[src/rtl/exception_handler_pkg.sv]
// Shared types and helpers for the M-mode trap sequencer: privilege levels,
// CSR views, FSM encoding, interrupt priority order and trap-vector arithmetic.
package exception_handler_pkg;

  localparam int unsigned MXLEN     = 64;
  localparam int unsigned IRQ_COUNT = 7;

  typedef enum logic [1:0] {
    USER       = 2'b00,
    SUPERVISOR = 2'b01,
    RESERVED   = 2'b10,
    MACHINE    = 2'b11
  } privilege_level_t;

  typedef logic [MXLEN-2:0] synchronous_exception_code_t;
  typedef logic [MXLEN-2:0] asynchronous_exception_code_t;
  typedef logic [MXLEN-1:0] mip_t;
  typedef logic [MXLEN-1:0] mie_t;

  typedef struct packed {
    logic        sd;
    logic [49:0] rsv_62_13;
    logic [1:0]  mpp;
    logic [1:0]  rsv_10_9;
    logic        spp;
    logic        mpie;
    logic        ube;
    logic        spie;
    logic        rsv_4;
    logic        mie;
    logic        rsv_2;
    logic        sie;
    logic        rsv_0;
  } mstatus_t;

  localparam logic [1:0] MTVEC_VECTORED = 2'd1;

  typedef struct packed {
    logic [MXLEN-3:0] base;
    logic [1:0]       mode;
  } mtvec_t;

  typedef struct packed {
    logic             mie;
    logic             mpie;
    privilege_level_t mpp;
  } mstatus_upd_t;

  typedef enum logic [1:0] {
    EXC_IDLE        = 2'd0,
    EXC_TRAP_COMMIT = 2'd1,
    EXC_MRET_COMMIT = 2'd2,
    EXC_REDIRECT    = 2'd3
  } exc_fsm_state_t;

  // Index 0 is the highest priority: MEI, MSI, MTI, SEI, SSI, STI, LCOFI.
  localparam logic [IRQ_COUNT-1:0][5:0] IRQ_PRIO =
    {6'd13, 6'd5, 6'd1, 6'd9, 6'd7, 6'd3, 6'd11};

  // Modes 2 and 3 fall through to the direct base; wrap-around is intentional.
  function automatic logic [MXLEN-1:0] vector_target(input mtvec_t mtvec,
                                                     input logic [MXLEN-2:0] code,
                                                     input logic is_irq);
    logic [MXLEN-1:0] base;
    base = {mtvec.base, 2'b00};
    if (is_irq && (mtvec.mode == MTVEC_VECTORED)) begin
      vector_target = base + {code[MXLEN-3:0], 2'b00};
    end else begin
      vector_target = base;
    end
  endfunction

endpackage

[src/rtl/exception_handler_if.sv]
// Bus bundle between commit/CSR/fetch and the trap sequencer.
interface exception_handler_if;
  import exception_handler_pkg::*;

  logic                        exc_valid_i;
  synchronous_exception_code_t exc_code_i;
  logic [MXLEN-1:0]            exc_pc_i;
  logic [MXLEN-1:0]            exc_tval_i;
  logic                        mret_i;
  mip_t                        mip_i;
  mie_t                        mie_i;
  mstatus_t                    mstatus_i;
  mtvec_t                      mtvec_i;
  logic [MXLEN-1:0]            mepc_i;
  logic                        csr_we_o;
  logic [MXLEN-1:0]            mepc_o;
  logic [MXLEN-1:0]            mcause_o;
  logic [MXLEN-1:0]            mtval_o;
  logic                        mstatus_we_o;
  logic                        mstatus_mie_o;
  logic                        mstatus_mpie_o;
  logic [1:0]                  mstatus_mpp_o;
  logic                        flush_o;
  logic                        redirect_valid_o;
  logic [MXLEN-1:0]            redirect_pc_o;
  logic                        redirect_ready_i;
  privilege_level_t            privilege_o;
  logic                        busy_o;

  modport slave (
    input  exc_valid_i, exc_code_i, exc_pc_i, exc_tval_i, mret_i,
           mip_i, mie_i, mstatus_i, mtvec_i, mepc_i, redirect_ready_i,
    output csr_we_o, mepc_o, mcause_o, mtval_o, mstatus_we_o,
           mstatus_mie_o, mstatus_mpie_o, mstatus_mpp_o, flush_o,
           redirect_valid_o, redirect_pc_o, privilege_o, busy_o
  );

  modport master (
    output exc_valid_i, exc_code_i, exc_pc_i, exc_tval_i, mret_i,
           mip_i, mie_i, mstatus_i, mtvec_i, mepc_i, redirect_ready_i,
    input  csr_we_o, mepc_o, mcause_o, mtval_o, mstatus_we_o,
           mstatus_mie_o, mstatus_mpie_o, mstatus_mpp_o, flush_o,
           redirect_valid_o, redirect_pc_o, privilege_o, busy_o
  );
endinterface

[src/rtl/exception_handler_irq_priority_encoder.sv]
// Picks the highest-priority pending and enabled M-mode interrupt.
// Only the seven standard interrupt bits take part; all others are ignored.
module irq_priority_encoder
  import exception_handler_pkg::*;
(
  input  mip_t                         mip_i,
  input  mie_t                         mie_i,
  input  logic                         enable_i,
  output logic                         valid_o,
  output asynchronous_exception_code_t code_o
);

  logic [MXLEN-1:0] pending_s;
  logic             unused_s;

  assign unused_s = ^pending_s;

  // Lowest priority applied first so higher-priority hits overwrite it
  always_comb begin
    pending_s = mip_i & mie_i & {MXLEN{enable_i}};
    code_o    = '0;
    code_o    = pending_s[IRQ_PRIO[3'd6]] ? {57'd0, IRQ_PRIO[3'd6]} : code_o;
    code_o    = pending_s[IRQ_PRIO[3'd5]] ? {57'd0, IRQ_PRIO[3'd5]} : code_o;
    code_o    = pending_s[IRQ_PRIO[3'd4]] ? {57'd0, IRQ_PRIO[3'd4]} : code_o;
    code_o    = pending_s[IRQ_PRIO[3'd3]] ? {57'd0, IRQ_PRIO[3'd3]} : code_o;
    code_o    = pending_s[IRQ_PRIO[3'd2]] ? {57'd0, IRQ_PRIO[3'd2]} : code_o;
    code_o    = pending_s[IRQ_PRIO[3'd1]] ? {57'd0, IRQ_PRIO[3'd1]} : code_o;
    code_o    = pending_s[IRQ_PRIO[3'd0]] ? {57'd0, IRQ_PRIO[3'd0]} : code_o;
    valid_o   = |{pending_s[IRQ_PRIO[3'd0]], pending_s[IRQ_PRIO[3'd1]],
                  pending_s[IRQ_PRIO[3'd2]], pending_s[IRQ_PRIO[3'd3]],
                  pending_s[IRQ_PRIO[3'd4]], pending_s[IRQ_PRIO[3'd5]],
                  pending_s[IRQ_PRIO[3'd6]]};
  end

endmodule

[src/rtl/exception_handler.sv]
// M-mode trap sequencer: selects exception/interrupt/MRET in IDLE, emits the
// CSR write set for one cycle, then holds a fetch redirect until accepted.
module exception_handler
  import exception_handler_pkg::*;
#(
  parameter privilege_level_t BOOT_PRIV = MACHINE
) (
  input  logic                   clk_i,
  input  logic                   rst_i,
  exception_handler_if.slave     bus
);

  exc_fsm_state_t               state_q, state_d;
  privilege_level_t             priv_q, priv_d;
  privilege_level_t             new_priv_q, new_priv_d;
  logic                         csr_we_q, csr_we_d;
  logic [MXLEN-1:0]             mepc_q, mepc_d;
  logic [MXLEN-1:0]             mcause_q, mcause_d;
  logic [MXLEN-1:0]             mtval_q, mtval_d;
  logic                         mstatus_we_q, mstatus_we_d;
  mstatus_upd_t                 mstatus_upd_q, mstatus_upd_d;
  logic                         flush_q, flush_d;
  logic                         redirect_valid_q, redirect_valid_d;
  logic [MXLEN-1:0]             redirect_pc_q, redirect_pc_d;
  logic                         busy_q, busy_d;

  logic                         irq_en_s;
  logic                         irq_valid_s;
  asynchronous_exception_code_t irq_code_s;
  logic                         trap_s;
  logic [MXLEN-2:0]             trap_code_s;
  logic                         unused_s;

  assign irq_en_s = (priv_q < MACHINE) | bus.mstatus_i.mie;
  assign unused_s = ^{bus.mstatus_i, bus.exc_pc_i[1:0], bus.mepc_i[1:0]};

  irq_priority_encoder u_irq_enc (
    .mip_i    (bus.mip_i),
    .mie_i    (bus.mie_i),
    .enable_i (irq_en_s),
    .valid_o  (irq_valid_s),
    .code_o   (irq_code_s)
  );

  // Event selection, commit write set and redirect sequencing
  always_comb begin
    state_d          = state_q;
    priv_d           = priv_q;
    new_priv_d       = new_priv_q;
    csr_we_d         = 1'b0;
    mepc_d           = mepc_q;
    mcause_d         = mcause_q;
    mtval_d          = mtval_q;
    mstatus_we_d     = 1'b0;
    mstatus_upd_d    = mstatus_upd_q;
    flush_d          = 1'b0;
    redirect_valid_d = redirect_valid_q;
    redirect_pc_d    = redirect_pc_q;
    trap_s           = bus.exc_valid_i | irq_valid_s;
    trap_code_s      = bus.exc_valid_i ? bus.exc_code_i : irq_code_s;

    case (state_q)
      EXC_IDLE: begin
        if (trap_s) begin
          state_d            = EXC_TRAP_COMMIT;
          csr_we_d           = 1'b1;
          mstatus_we_d       = 1'b1;
          flush_d            = 1'b1;
          mepc_d             = {bus.exc_pc_i[MXLEN-1:2], 2'b00};
          mcause_d           = {~bus.exc_valid_i, trap_code_s};
          mtval_d            = bus.exc_valid_i ? bus.exc_tval_i : {MXLEN{1'b0}};
          mstatus_upd_d.mpie = bus.mstatus_i.mie;
          mstatus_upd_d.mie  = 1'b0;
          mstatus_upd_d.mpp  = priv_q;
          new_priv_d         = MACHINE;
        end else if (bus.mret_i) begin
          state_d            = EXC_MRET_COMMIT;
          mstatus_we_d       = 1'b1;
          flush_d            = 1'b1;
          mstatus_upd_d.mie  = bus.mstatus_i.mpie;
          mstatus_upd_d.mpie = 1'b1;
          mstatus_upd_d.mpp  = USER;
          // RESERVED is not a legal return privilege; fall back to USER.
          new_priv_d         = (bus.mstatus_i.mpp == 2'b10) ? USER
                                                            : privilege_level_t'(bus.mstatus_i.mpp);
        end else begin
          state_d = EXC_IDLE;
        end
      end
      EXC_TRAP_COMMIT: begin
        state_d          = EXC_REDIRECT;
        priv_d           = new_priv_q;
        redirect_valid_d = 1'b1;
        redirect_pc_d    = vector_target(bus.mtvec_i, mcause_q[MXLEN-2:0], mcause_q[MXLEN-1]);
      end
      EXC_MRET_COMMIT: begin
        state_d          = EXC_REDIRECT;
        priv_d           = new_priv_q;
        redirect_valid_d = 1'b1;
        redirect_pc_d    = {bus.mepc_i[MXLEN-1:2], 2'b00};
      end
      EXC_REDIRECT: begin
        if (bus.redirect_ready_i) begin
          state_d          = EXC_IDLE;
          redirect_valid_d = 1'b0;
        end else begin
          state_d = EXC_REDIRECT;
        end
      end
      default: begin
        state_d          = EXC_IDLE;
        redirect_valid_d = 1'b0;
      end
    endcase

    busy_d = (state_d != EXC_IDLE);
  end

  // State, capture and output registers
  always_ff @(posedge clk_i) begin
    if (rst_i) begin
      state_q          <= EXC_IDLE;
      priv_q           <= BOOT_PRIV;
      new_priv_q       <= BOOT_PRIV;
      csr_we_q         <= 1'b0;
      mepc_q           <= {MXLEN{1'b0}};
      mcause_q         <= {MXLEN{1'b0}};
      mtval_q          <= {MXLEN{1'b0}};
      mstatus_we_q     <= 1'b0;
      mstatus_upd_q    <= '{mie: 1'b0, mpie: 1'b0, mpp: USER};
      flush_q          <= 1'b0;
      redirect_valid_q <= 1'b0;
      redirect_pc_q    <= {MXLEN{1'b0}};
      busy_q           <= 1'b0;
    end else begin
      state_q          <= state_d;
      priv_q           <= priv_d;
      new_priv_q       <= new_priv_d;
      csr_we_q         <= csr_we_d;
      mepc_q           <= mepc_d;
      mcause_q         <= mcause_d;
      mtval_q          <= mtval_d;
      mstatus_we_q     <= mstatus_we_d;
      mstatus_upd_q    <= mstatus_upd_d;
      flush_q          <= flush_d;
      redirect_valid_q <= redirect_valid_d;
      redirect_pc_q    <= redirect_pc_d;
      busy_q           <= busy_d;
    end
  end

  assign bus.csr_we_o         = csr_we_q;
  assign bus.mepc_o           = mepc_q;
  assign bus.mcause_o         = mcause_q;
  assign bus.mtval_o          = mtval_q;
  assign bus.mstatus_we_o     = mstatus_we_q;
  assign bus.mstatus_mie_o    = mstatus_upd_q.mie;
  assign bus.mstatus_mpie_o   = mstatus_upd_q.mpie;
  assign bus.mstatus_mpp_o    = mstatus_upd_q.mpp;
  assign bus.flush_o          = flush_q;
  assign bus.redirect_valid_o = redirect_valid_q;
  assign bus.redirect_pc_o    = redirect_pc_q;
  assign bus.privilege_o      = priv_q;
  assign bus.busy_o           = busy_q;

endmodule

[src/flat_wrapper.sv]
// flat-port wrapper written by rule: the top's interface ports become plain ports
module exception_handler_flat import exception_handler_pkg::*;
#(
  parameter privilege_level_t BOOT_PRIV = MACHINE
)
  (clk_i, rst_i, bus_exc_valid_i, bus_exc_code_i, bus_exc_pc_i, bus_exc_tval_i, bus_mret_i, bus_mip_i, bus_mie_i, bus_mstatus_i, bus_mtvec_i, bus_mepc_i, bus_redirect_ready_i, bus_csr_we_o, bus_mepc_o, bus_mcause_o, bus_mtval_o, bus_mstatus_we_o, bus_mstatus_mie_o, bus_mstatus_mpie_o, bus_mstatus_mpp_o, bus_flush_o, bus_redirect_valid_o, bus_redirect_pc_o, bus_privilege_o, bus_busy_o);
  exception_handler_if bus_i ();
  input  logic clk_i;
  input  logic rst_i;
  input wire logic [$bits(bus_i.exc_valid_i)-1:0] bus_exc_valid_i;
  input wire logic [$bits(bus_i.exc_code_i)-1:0] bus_exc_code_i;
  input wire logic [$bits(bus_i.exc_pc_i)-1:0] bus_exc_pc_i;
  input wire logic [$bits(bus_i.exc_tval_i)-1:0] bus_exc_tval_i;
  input wire logic [$bits(bus_i.mret_i)-1:0] bus_mret_i;
  input wire logic [$bits(bus_i.mip_i)-1:0] bus_mip_i;
  input wire logic [$bits(bus_i.mie_i)-1:0] bus_mie_i;
  input wire logic [$bits(bus_i.mstatus_i)-1:0] bus_mstatus_i;
  input wire logic [$bits(bus_i.mtvec_i)-1:0] bus_mtvec_i;
  input wire logic [$bits(bus_i.mepc_i)-1:0] bus_mepc_i;
  input wire logic [$bits(bus_i.redirect_ready_i)-1:0] bus_redirect_ready_i;
  output wire logic [$bits(bus_i.csr_we_o)-1:0] bus_csr_we_o;
  output wire logic [$bits(bus_i.mepc_o)-1:0] bus_mepc_o;
  output wire logic [$bits(bus_i.mcause_o)-1:0] bus_mcause_o;
  output wire logic [$bits(bus_i.mtval_o)-1:0] bus_mtval_o;
  output wire logic [$bits(bus_i.mstatus_we_o)-1:0] bus_mstatus_we_o;
  output wire logic [$bits(bus_i.mstatus_mie_o)-1:0] bus_mstatus_mie_o;
  output wire logic [$bits(bus_i.mstatus_mpie_o)-1:0] bus_mstatus_mpie_o;
  output wire logic [$bits(bus_i.mstatus_mpp_o)-1:0] bus_mstatus_mpp_o;
  output wire logic [$bits(bus_i.flush_o)-1:0] bus_flush_o;
  output wire logic [$bits(bus_i.redirect_valid_o)-1:0] bus_redirect_valid_o;
  output wire logic [$bits(bus_i.redirect_pc_o)-1:0] bus_redirect_pc_o;
  output wire logic [$bits(bus_i.privilege_o)-1:0] bus_privilege_o;
  output wire logic [$bits(bus_i.busy_o)-1:0] bus_busy_o;
  assign bus_i.exc_valid_i = bus_exc_valid_i;
  assign bus_i.exc_code_i = bus_exc_code_i;
  assign bus_i.exc_pc_i = bus_exc_pc_i;
  assign bus_i.exc_tval_i = bus_exc_tval_i;
  assign bus_i.mret_i = bus_mret_i;
  assign bus_i.mip_i = bus_mip_i;
  assign bus_i.mie_i = bus_mie_i;
  assign bus_i.mstatus_i = bus_mstatus_i;
  assign bus_i.mtvec_i = bus_mtvec_i;
  assign bus_i.mepc_i = bus_mepc_i;
  assign bus_i.redirect_ready_i = bus_redirect_ready_i;
  assign bus_csr_we_o = bus_i.csr_we_o;
  assign bus_mepc_o = bus_i.mepc_o;
  assign bus_mcause_o = bus_i.mcause_o;
  assign bus_mtval_o = bus_i.mtval_o;
  assign bus_mstatus_we_o = bus_i.mstatus_we_o;
  assign bus_mstatus_mie_o = bus_i.mstatus_mie_o;
  assign bus_mstatus_mpie_o = bus_i.mstatus_mpie_o;
  assign bus_mstatus_mpp_o = bus_i.mstatus_mpp_o;
  assign bus_flush_o = bus_i.flush_o;
  assign bus_redirect_valid_o = bus_i.redirect_valid_o;
  assign bus_redirect_pc_o = bus_i.redirect_pc_o;
  assign bus_privilege_o = bus_i.privilege_o;
  assign bus_busy_o = bus_i.busy_o;
  exception_handler #(.BOOT_PRIV(BOOT_PRIV)) u_core (.clk_i(clk_i), .rst_i(rst_i), .bus(bus_i));
endmodule
[config.mk]
export PLATFORM = sky130hd
export DESIGN_NAME = exception_handler_flat
export DESIGN_NICKNAME = d
export VERILOG_FILES = /design/src/rtl/exception_handler_pkg.sv /design/src/rtl/exception_handler_if.sv /design/src/rtl/exception_handler_irq_priority_encoder.sv /design/src/rtl/exception_handler.sv /design/src/flat_wrapper.sv
export SDC_FILE = /design/constraint.sdc
export NUM_CORES = 1
export LEC_CHECK = 0
export BUFFER_PORTS_ARGS = -buffer_cell sky130_fd_sc_hd__buf_2
export CAP_MARGIN = 20
export CORE_AREA = 4 4 298 300
export DETAILED_ROUTE_END_ITERATION = 6
export DIE_AREA = 0 0 302 304
export SLEW_MARGIN = 10
export SYNTH_ARGS = -nofsm -noshare
export SYNTH_HDL_FRONTEND = slang
export SYNTH_SLANG_ARGS = --single-unit
[constraint.sdc]
create_clock -name clk_i -period 4.85 [get_ports clk_i]
set_clock_uncertainty 0.2 [all_clocks]
set_input_delay 0.97 -clock clk_i [delete_from_list [all_inputs] [get_ports clk_i]]
set_output_delay 0.97 -clock clk_i [all_outputs]
set_load 0.01 [all_outputs]
==> results.ini, run 1 <==
[run_status]
status=complete, no violations

[die]
io_pins=783
start_util=0.1638
core_um2=86210
die_w_um=302
die_h_um=304
num_rows=108
dieArea_um2=91810

[synthesis]
ys_top_cells_by_area=dfxtp_1, a21oi_1, nand2_1
seq_area_frac_synth=0.3770
yosys_warnings=0
synth_edf_count=0
synthCells=1885
yosys.area.top_type_share=0.3770
syn_area_per_cell_um2=7.493
async_flop_share=0
synth_top_area_cell=dfxtp_1
ys_ff_latch=266
synthDistinctLibCells=69
synth.cell_area_um2=14120
ys.flop_type=dfxtp_1

[global_route]
grt_util_all_layers=0.1440
grt_max_degree=109
antenna_found_initial=17
grt_pass1_vias=15430
grt_pass1_wl_mm=100.4
grt_overflow=0

[clocking]
postCtsSetupBuffers=0
htree_levels=2
cts_hold_buffers=0
root_buffer=clkbuf_16
clock_latency_ns=0.56
cts_tree=built
cts_resized=0
cts_made_buffers=36
clock-sinks=266
clockBufferDepth=3
path_clk_slew_ns=0.06

[critical_path]
crit_path_max_incr_delay_ns=0.47
start_kind=flip-flop
arrival_ns=4.45
crit_end=u_core.bus.redirect_pc_o[50]
critPathMaxFanout=3
cp-startpoint=u_core.bus.mcause_o[0]
worst-endpoint-required_ns=5.06
path_cells=ha_1 > fa_1 > a211oi_1 > o21ai_2 > a41oi_2 > or3_4 > o211ai_4 > a41oi_4 > o21bai_2 > a221oi_2 > xor2_1 > o21ai_0 > a221oi_1 > nor2_1
reg2reg_to=u_core.bus.redirect_pc_o[50]
cp-end-kind=flip-flop
r2r_slack_ns=0.61
slowest_stage=dfxtp_1
timing.rr.start=u_core.bus.mcause_o[0]
path_class=flip-flop to flip-flop
reg2reg_depth=14

[timing]
slew_violations=0
slew_headroom=0.3355
period_share=0.8734
rsz0062_at_grt=no
fin_tns_setup_ns=0
clock.fmax_mhz=236.1
tightest_slew_ns=0.9864
hold_viol_final=0
fin_crit_ns=4.236
setup_viol=0

[routing]
dr.pass1.iters=5
drtIter0Drc=1152
wl_per_cell_um=19.22
ant_nets=0
vias_per_cell=4.391
drt-total-wl_mm=69.38
via_count=15850
drc=0

[cells_and_area]
nNetsFinal=3000
fillers=9730
final_area_um2=19660
register_area_um2=5325
multi_input_area_um2=8202
areaGrowthSynthToFinish_pct=39.18
fin_util=0.2280
drive_gt1_frac=0.2938

[run]
cap_violations=0

[power]
intPower_mw=5.180
seqPwrFrac=0.332
switching_share=0.3761
power_density_nw_per_um2=422.3
p_sw_mw=3.122
clkPwrFrac=0.332
power_frac_comb=0.336
max-vdd-ir-drop_mv=0.2650
p_leak_nw=8.831

[hold_path]
hp-start=u_core.bus.mepc_o[28]
hold_path_class=flip-flop to flip-flop

[placement]
port_buffers=600
place_congestion=0.8850
dpl-instance-area_um2=18430
detailed_place_hpwl_mm=54.33

## critical path: cells and delay by family, from the launching register on
kind	cells	cell delay [ns]
flops	1	0.47
simple gates	2	0.24
fa+ha+maj	2	0.76
compound gates	9	2.26
xor+xnor	1	0.17
## cell usage after synthesis (all sizes together), types with 4 or more instances
master	number
or2	4
xnor2	32
nand2	367
o21bai	16
xor2	23
o22ai	4
buf	9
a31oi	11
dfxtp	266
a2111oi	7
a311oi	15
nor3	13
mux2i	35
a21o	36
a21oi	318
o21ai	90
nand3	148
and3	11
nor2	136
a2bb2oi	5
clkbuf	140
a221oi	5
o211ai	9
nand2b	11
nand4	17
nor2b	8
a211oi	17
ha	65
inv	19
## flip-flops by register name (all words and copies together), names as in the netlist
| signal | cells |
|---|---|
| u_core.new_priv_q | 2 |
| u_core.bus.mtval_o | 64 |
| u_core.state_q | 2 |
| u_core.bus.redirect_pc_o | 62 |
| u_core.bus.mcause_o | 64 |
| u_core.bus.mstatus_mpp_o | 2 |
| u_core.bus.privilege_o | 2 |
| u_core.bus.mepc_o | 62 |
| u_core.bus.mstatus_we_o | 1 |
| u_core.bus.redirect_valid_o | 1 |
| u_core.bus.csr_we_o | 1 |
| u_core.bus.mstatus_mie_o | 1 |
| u_core.bus.mstatus_mpie_o | 1 |
| u_core.bus.busy_o | 1 |
## placed cells by master, fill, tap and decap left out, drive strengths merged, types with 5 or more instances in the layout
cell	n
o21ai	90
ha	65
diode	11
clkbuf	50
a2bb2oi	5
a311oi	15
nor2	136
nand3	148
a21o	36
a221oi	5
o21bai	16
xor2	23
nor2b	8
o211ai	9
a211oi	17
clkinv	5
buf	641
nand4	17
mux2i	35
a2111oi	7
a21oi	318
nor3	13
xnor2	32
nand2	367
nand2b	11
inv	23
and3	11
a31oi	11
dfxtp	266
## how the worst min path moves through the flow
stage	cells past startpoint	endpoint	slack (ns)
6_report	2	u_core.bus.mepc_o[28]	0.25
5_1_grt	2	u_core.bus.mtval_o[44]	0.27
4_1_cts	2	u_core.bus.mepc_o[55]	0.25
3_5_place_dp	2	u_core.bus.mtval_o[22]	0.24
3_3_place_gp	2	u_core.bus.mtval_o[27]	0.24
2_1_floorplan	2	u_core.bus.privilege_o[1]	0.25
## area by class of cell
cell class                 instances  share of cell area
multi-input combinational       1454              0.4172
timing repair buffer             641              0.1724
clock buffer                      50             0.05213
antenna                           11            0.001400
sequential                       266              0.2709
inverter                          19            0.003628
tap                             1155             0.07352
clock inverter                    14            0.008784
## power by group through the flow
| stage | Combinational [mW] | Clock [mW] | Sequential (mW) |
|---|---|---|---|
| after floorplan | 1.50 | 0 | 2.87 |
| after global placement | 2.79 | 0 | 2.79 |
| after detailed placement | 2.81 | 0 | 2.80 |
| after CTS | 2.82 | 2.87 | 2.76 |
| after global routing | 3.08 | 2.94 | 2.79 |
| final | 2.79 | 2.76 | 2.76 |
## per-layer routing
metal  vias to the layer above  wire length, um  part of all wire  track usage
li1                       7676                -                 -            -
met1                      7363            29720              0.43       0.1845
met2                       708            30490              0.44       0.2256
met3                        94             7083              0.10      0.05022
met4                        10             2010             0.029      0.04710
met5                         -               73            0.0011            0
## logic make-up (layout without fill, tap and decap cells)
kind of cell | count (synthesis) | in the layout | synth area share
buf+inv | 168 | 724 | 0.04598
flops | 266 | 266 | 0.3770
mux | 35 | 35 | 0.02481
xor+xnor | 55 | 55 | 0.03411
other cells | 1 | 15 | 0.0002655
compound gates | 563 | 563 | 0.2369
simple gates | 731 | 731 | 0.2219
fa+ha+maj | 66 | 66 | 0.05900
## stage by stage
step | hold WS, ns | worst slack (ns) | std cells | power (mW)
after floorplan | 0.2451 | 0.6649 | 1888 | 4.373
after global placement | 0.2355 | 0.03035 | 3535 | 5.587
after detailed placement | 0.2399 | 0.02326 | 3535 | 5.606
after CTS | 0.2510 | 0.4570 | 3599 | 8.448
after global routing | 0.2678 | 0.1674 | 3603 | 8.819
final | 0.2503 | 0.6140 | 3610 | 8.302
Power figures use the tool's default switching activity.
==> inputs of run 2 (changes only) <==
PLACE_DENSITY_LB_ADDON = 0.1   (was unset)
==> results.ini, run 2 (synthesis gave the netlist of run 1 again) <==
[cells_and_area]
final_common_cell=buf_2
layout_common_cells=buf_2, nand2_1, a21oi_1, dfxtp_1, nand3_1
fin_util=0.2292
register_area_um2=5325
areaGrowthSynthToFinish_pct=39.92
nNetsFinal=3014
multi_input_area_um2=8202
fillers=9926
drive_gt1_frac=0.2980

[routing]
dr.pass1.iters=6
drt-total-wl_mm=74.87
wl_per_cell_um=20.68
vias_per_cell=4.358
drtIter0Drc=797
ant_nets=0
drc=0
via_count=15780

[placement]
detailed_place_hpwl_mm=57.49
place_congestion=0.7998
port_buffers=600

[critical_path]
reg2reg_depth=15
path_class=input pin to flip-flop
path_cells=buf_2 > ha_1 > nand4_1 > nor3b_1 > nor4_1 > a21oi_1 > o21ai_1 > a21oi_1 > a21oi_1 > o21ai_1 > a21oi_1 > buf_4 > o21ai_1 > xnor2_1 > a311oi_1
start_kind=input pin
slowest_stage=ha_1
arrival_ns=4.58
timing.rr.start=u_core.bus.mcause_o[10]
crit_path_max_incr_delay_ns=0.44
crit_top_cell=a21oi_1
r2r_slack_ns=0.71
worst-endpoint-required_ns=5.13
critPathMaxFanout=8
reg2reg_to=u_core.bus.redirect_pc_o[60]
cp-end-kind=flip-flop

[clocking]
cts_tree=built
root_buffer=clkbuf_16
clock_latency_ns=0.57
path_clk_slew_ns=0.06
clock-sinks=266
clockBufferDepth=3
cts_made_buffers=38
htree_levels=2
postCtsSetupBuffers=0
cts_resized=0
cts_hold_buffers=0

[hold_path]
hold_depth=2
hp-start=u_core.bus.mtval_o[41]
hold_path_class=flip-flop to flip-flop
whs_endpoint=u_core.bus.mtval_o[41]

[global_route]
grt_overflow=0
grt_max_degree=149
grtUsageMet1=0.1939
grt_use_met3=0.05543
grt_pass1_vias=16380
grt_pass1_wl_mm=109.9
grt_util_all_layers=0.1565
globalRouteMet2Util=0.2600
top_usage_layer=met2
antenna_found_initial=18

[timing]
slew_headroom=0.3036
setup_viol=0
clock.fmax_mhz=232.4
fin_crit_ns=4.303
hold_ws_ns=0.2487
tightest_slew_ns=1.041
rsz0062_at_grt=no
fin_tns_setup_ns=0
slew_violations=0
period_share=0.8873
hold_viol_final=0

[die]
core_um2=86210
num_rows=108
die_h_um=304
start_util=0.1638
io_pins=783
dieArea_um2=91810
die_w_um=302

[power]
intPower_mw=5.215
p_sw_mw=3.221
max-vdd-ir-drop_mv=0.2159
switching_share=0.3818
p_leak_nw=8.901
power_frac_comb=0.335
seqPwrFrac=0.324
clkPwrFrac=0.341
power_density_nw_per_um2=426.9

[run_status]
status=complete, no violations

[run]
cap_violations=0

-- run 2: cell type report --
cell class | count | share of cell area
diodes | 6 | 0.0007598
flip-flops and latches | 266 | 0.2695
well taps | 1155 | 0.07313
inverters | 19 | 0.003609
repair buffers | 653 | 0.1746
clock buffers | 53 | 0.05401
clock inverters | 15 | 0.009371
multi-input cells | 1454 | 0.4150
-- run 2: power groups by stage --
stage                     combinational [mW]  sequential (mW)  clock [mW]
final                                   2.83             2.73        2.88
after global routing                    3.16             2.77        3.08
after CTS                               2.90             2.74        3.02
after detailed placement                2.89             2.78           0
after global placement                  2.89             2.77           0
after floorplan                         1.50             2.87           0
-- run 2: metal layers --
layer,routed length [um],part of all wire,up-vias
li1,-,-,7702
met1,32180,0.43,7462
met2,34470,0.46,518
met3,6647,0.089,88
met4,1498,0.020,12
met5,69,0.00092,-
-- run 2: critical path, delay by kind of cell --
kind,cells,cell delay (ns)
AO/OA/AOI/OAI,8,1.99
XOR/XNOR,1,0.11
buffers and inverters,2,0.28
adder cells (fa/ha/maj),1,0.44
AND/OR/NAND/NOR,3,0.77
-- run 2: worst max-delay path by stage --
| stage | slack (ns) | start | endpoint | depth (start not counted) |
|---|---|---|---|---|
| 2_1_floorplan | 0.66 | bus_mtvec_i[2] | u_core.bus.redirect_pc_o[62] | 14 |
| 3_3_place_gp | 0.07 | bus_mtvec_i[2] | u_core.bus.redirect_pc_o[56] | 17 |
| 3_5_place_dp | 0.08 | bus_mtvec_i[12] | u_core.bus.redirect_pc_o[63] | 14 |
| 4_1_cts | 0.67 | bus_mtvec_i[15] | u_core.bus.redirect_pc_o[56] | 15 |
| 5_1_grt | 0.31 | bus_mtvec_i[15] | u_core.bus.redirect_pc_o[56] | 15 |
| 6_report | 0.55 | bus_mtvec_i[15] | u_core.bus.redirect_pc_o[60] | 15 |
-- run 2: through the flow --
stage	cells	power (mW)	instance area, um^2	setup WS (ns)
floorplan	1888	4.373	14130	0.6649
global route	3615	9.008	19750	0.3142
detailed placement	3547	5.672	18490	0.08197
CTS	3615	8.662	19750	0.6683
finish	3621	8.436	19760	0.5467
global placement	3547	5.667	18490	0.07045
==> inputs of run 3 (changes only) <==
CORE_AREA = 4 4 307 309   (was 4 4 298 300)
DIE_AREA = 0 0 311 313   (was 0 0 302 304)
==> results.ini, run 3 (synthesis gave the netlist of run 1 again) <==
[run_status]
status=complete, no violations

[die]
start_util=0.1545
dieArea_um2=97340
die_w_um=311
die_h_um=313
num_rows=111
io_pins=783
core_um2=91390

[routing]
drc=0
via_count=15700
ant_nets=0
drtIter0Drc=757
dr.pass1.iters=5
vias_per_cell=4.293
wl_per_cell_um=20.53
drt-total-wl_mm=75.12
wl_met1_mm=32.80
route.met2.wl_mm=33.98
top_layer_used=met5
routed-wl-met3_mm=6.466

[critical_path]
critPathMaxFanout=3
r2r_slack_ns=0.71
path_buf_inv=1
worst-endpoint-required_ns=5.11
path_class=input pin to flip-flop
path_cells=buf_2 > ha_1 > fa_1 > a211oi_1 > o21ai_2 > a41oi_2 > or3_4 > o211ai_4 > a41oi_4 > o21bai_2 > a221oi_2 > o221ai_4 > a41oi_1 > xor2_1 > a311oi_1
cp-end-kind=flip-flop
start_kind=input pin
arrival_ns=4.49
slowest_stage=fa_1
crit_path_max_incr_delay_ns=0.43
path_delay_family=compound AO/OA/AOI/OAI gates

[cells_and_area]
final_cells=3658
drive_gt1_frac=0.2991
areaGrowthSynthToFinish_pct=40.86
fin_util=0.2177
final_common_cell=buf_2
fillers=10390
register_area_um2=5325
multi_input_area_um2=8202
final_area_um2=19890
nNetsFinal=3013
layout_common_cells=buf_2, nand2_1, a21oi_1, dfxtp_1, nand3_1

[placement]
detailed_place_hpwl_mm=57.58
preCtsSetupSlack_ns=0.02744
dpl-instance-area_um2=18530
dp.cells=3576
place_congestion=0.7999
port_buffers=600

[timing]
slew_violations=0
tightest_slew_ns=1.038
setup_slack_ns=0.6201
hold_viol_final=0
fin_tns_setup_ns=0
fin_crit_ns=4.230
rsz0062_at_grt=no
hold_ws_ns=0.2504
setup_viol=0
slew_headroom=0.3056
clock.fmax_mhz=236.4
period_share=0.8721

[clocking]
root_buffer=clkbuf_16
cts_hold_buffers=0
clockBufferDepth=3
path_clk_slew_ns=0.05
cts_resized=0
clock_latency_ns=0.56
clock-sinks=266
cts_made_buffers=39
postCtsSetupBuffers=0
cts_tree=built
htree_levels=2

[global_route]
grt_util_all_layers=0.1470
grt_overflow=0
antenna_found_initial=24
grt_pass1_wl_mm=109.5
grt_pass1_vias=16330
grt_max_degree=124

[power]
clkPwrFrac=0.349
switching_share=0.3730
intPower_mw=5.370
max-vdd-ir-drop_mv=0.2358
power_frac_comb=0.330
power_density_nw_per_um2=430.5
seqPwrFrac=0.321
p_sw_mw=3.194
p_total_mw=8.564
p_leak_nw=8.942

[hold_path]
hold_path_class=flip-flop to flip-flop

[run]
cap_violations=0

run 3: worst paths after layout:
path	from	to	cells after the start
worst min register to register	u_core.bus.mtval_o[36]	u_core.bus.mtval_o[36]	2
worst min-delay path	u_core.bus.mtval_o[36]	u_core.bus.mtval_o[36]	2
worst max register to register	u_core.bus.mcause_o[0]	u_core.bus.redirect_pc_o[62]	14
worst max-delay path	bus_mtvec_i[2]	u_core.bus.redirect_pc_o[62]	15
run 3: routing by layer:
metal / global-route usage / up-vias
met5: 0 / -
met4: 0.03778 / 20
met3: 0.05831 / 106
met2: 0.2396 / 511
met1: 0.1811 / 7347
li1: - / 7720
run 3: worst register-to-register path, cell delays in order (launching register included):
cell and delay [ns]:
dfxtp_1 0.39, ha_1 0.31, fa_1 0.43, a211oi_1 0.40, o21ai_2 0.14, a41oi_2 0.22
or3_4 0.19, o211ai_4 0.10, a41oi_4 0.30, o21bai_2 0.16, a221oi_2 0.38, o221ai_4 0.18
a41oi_1 0.26, xor2_1 0.11, a311oi_1 0.27
run 3: final cells by class:
type	instances	area share
Multi-Input combinational cell	1454	0.4123
Sequential cell	266	0.2677
Timing Repair Buffer	651	0.1733
Tap cell	1186	0.07459
Clock buffer	57	0.05855
Clock inverter	14	0.008616
Inverter	19	0.003585
Antenna cell	11	0.001384
run 3: power by group through the flow:
| stage | sequential, mW | combinational, mW | clock (mW) |
|---|---|---|---|
| final | 2.75 | 2.83 | 2.99 |
| after floorplan | 2.87 | 1.50 | 0 |
| after CTS | 2.75 | 2.90 | 3.13 |
| after global routing | 2.79 | 3.16 | 3.20 |
| after global placement | 2.79 | 2.89 | 0 |
| after detailed placement | 2.79 | 2.89 | 0 |
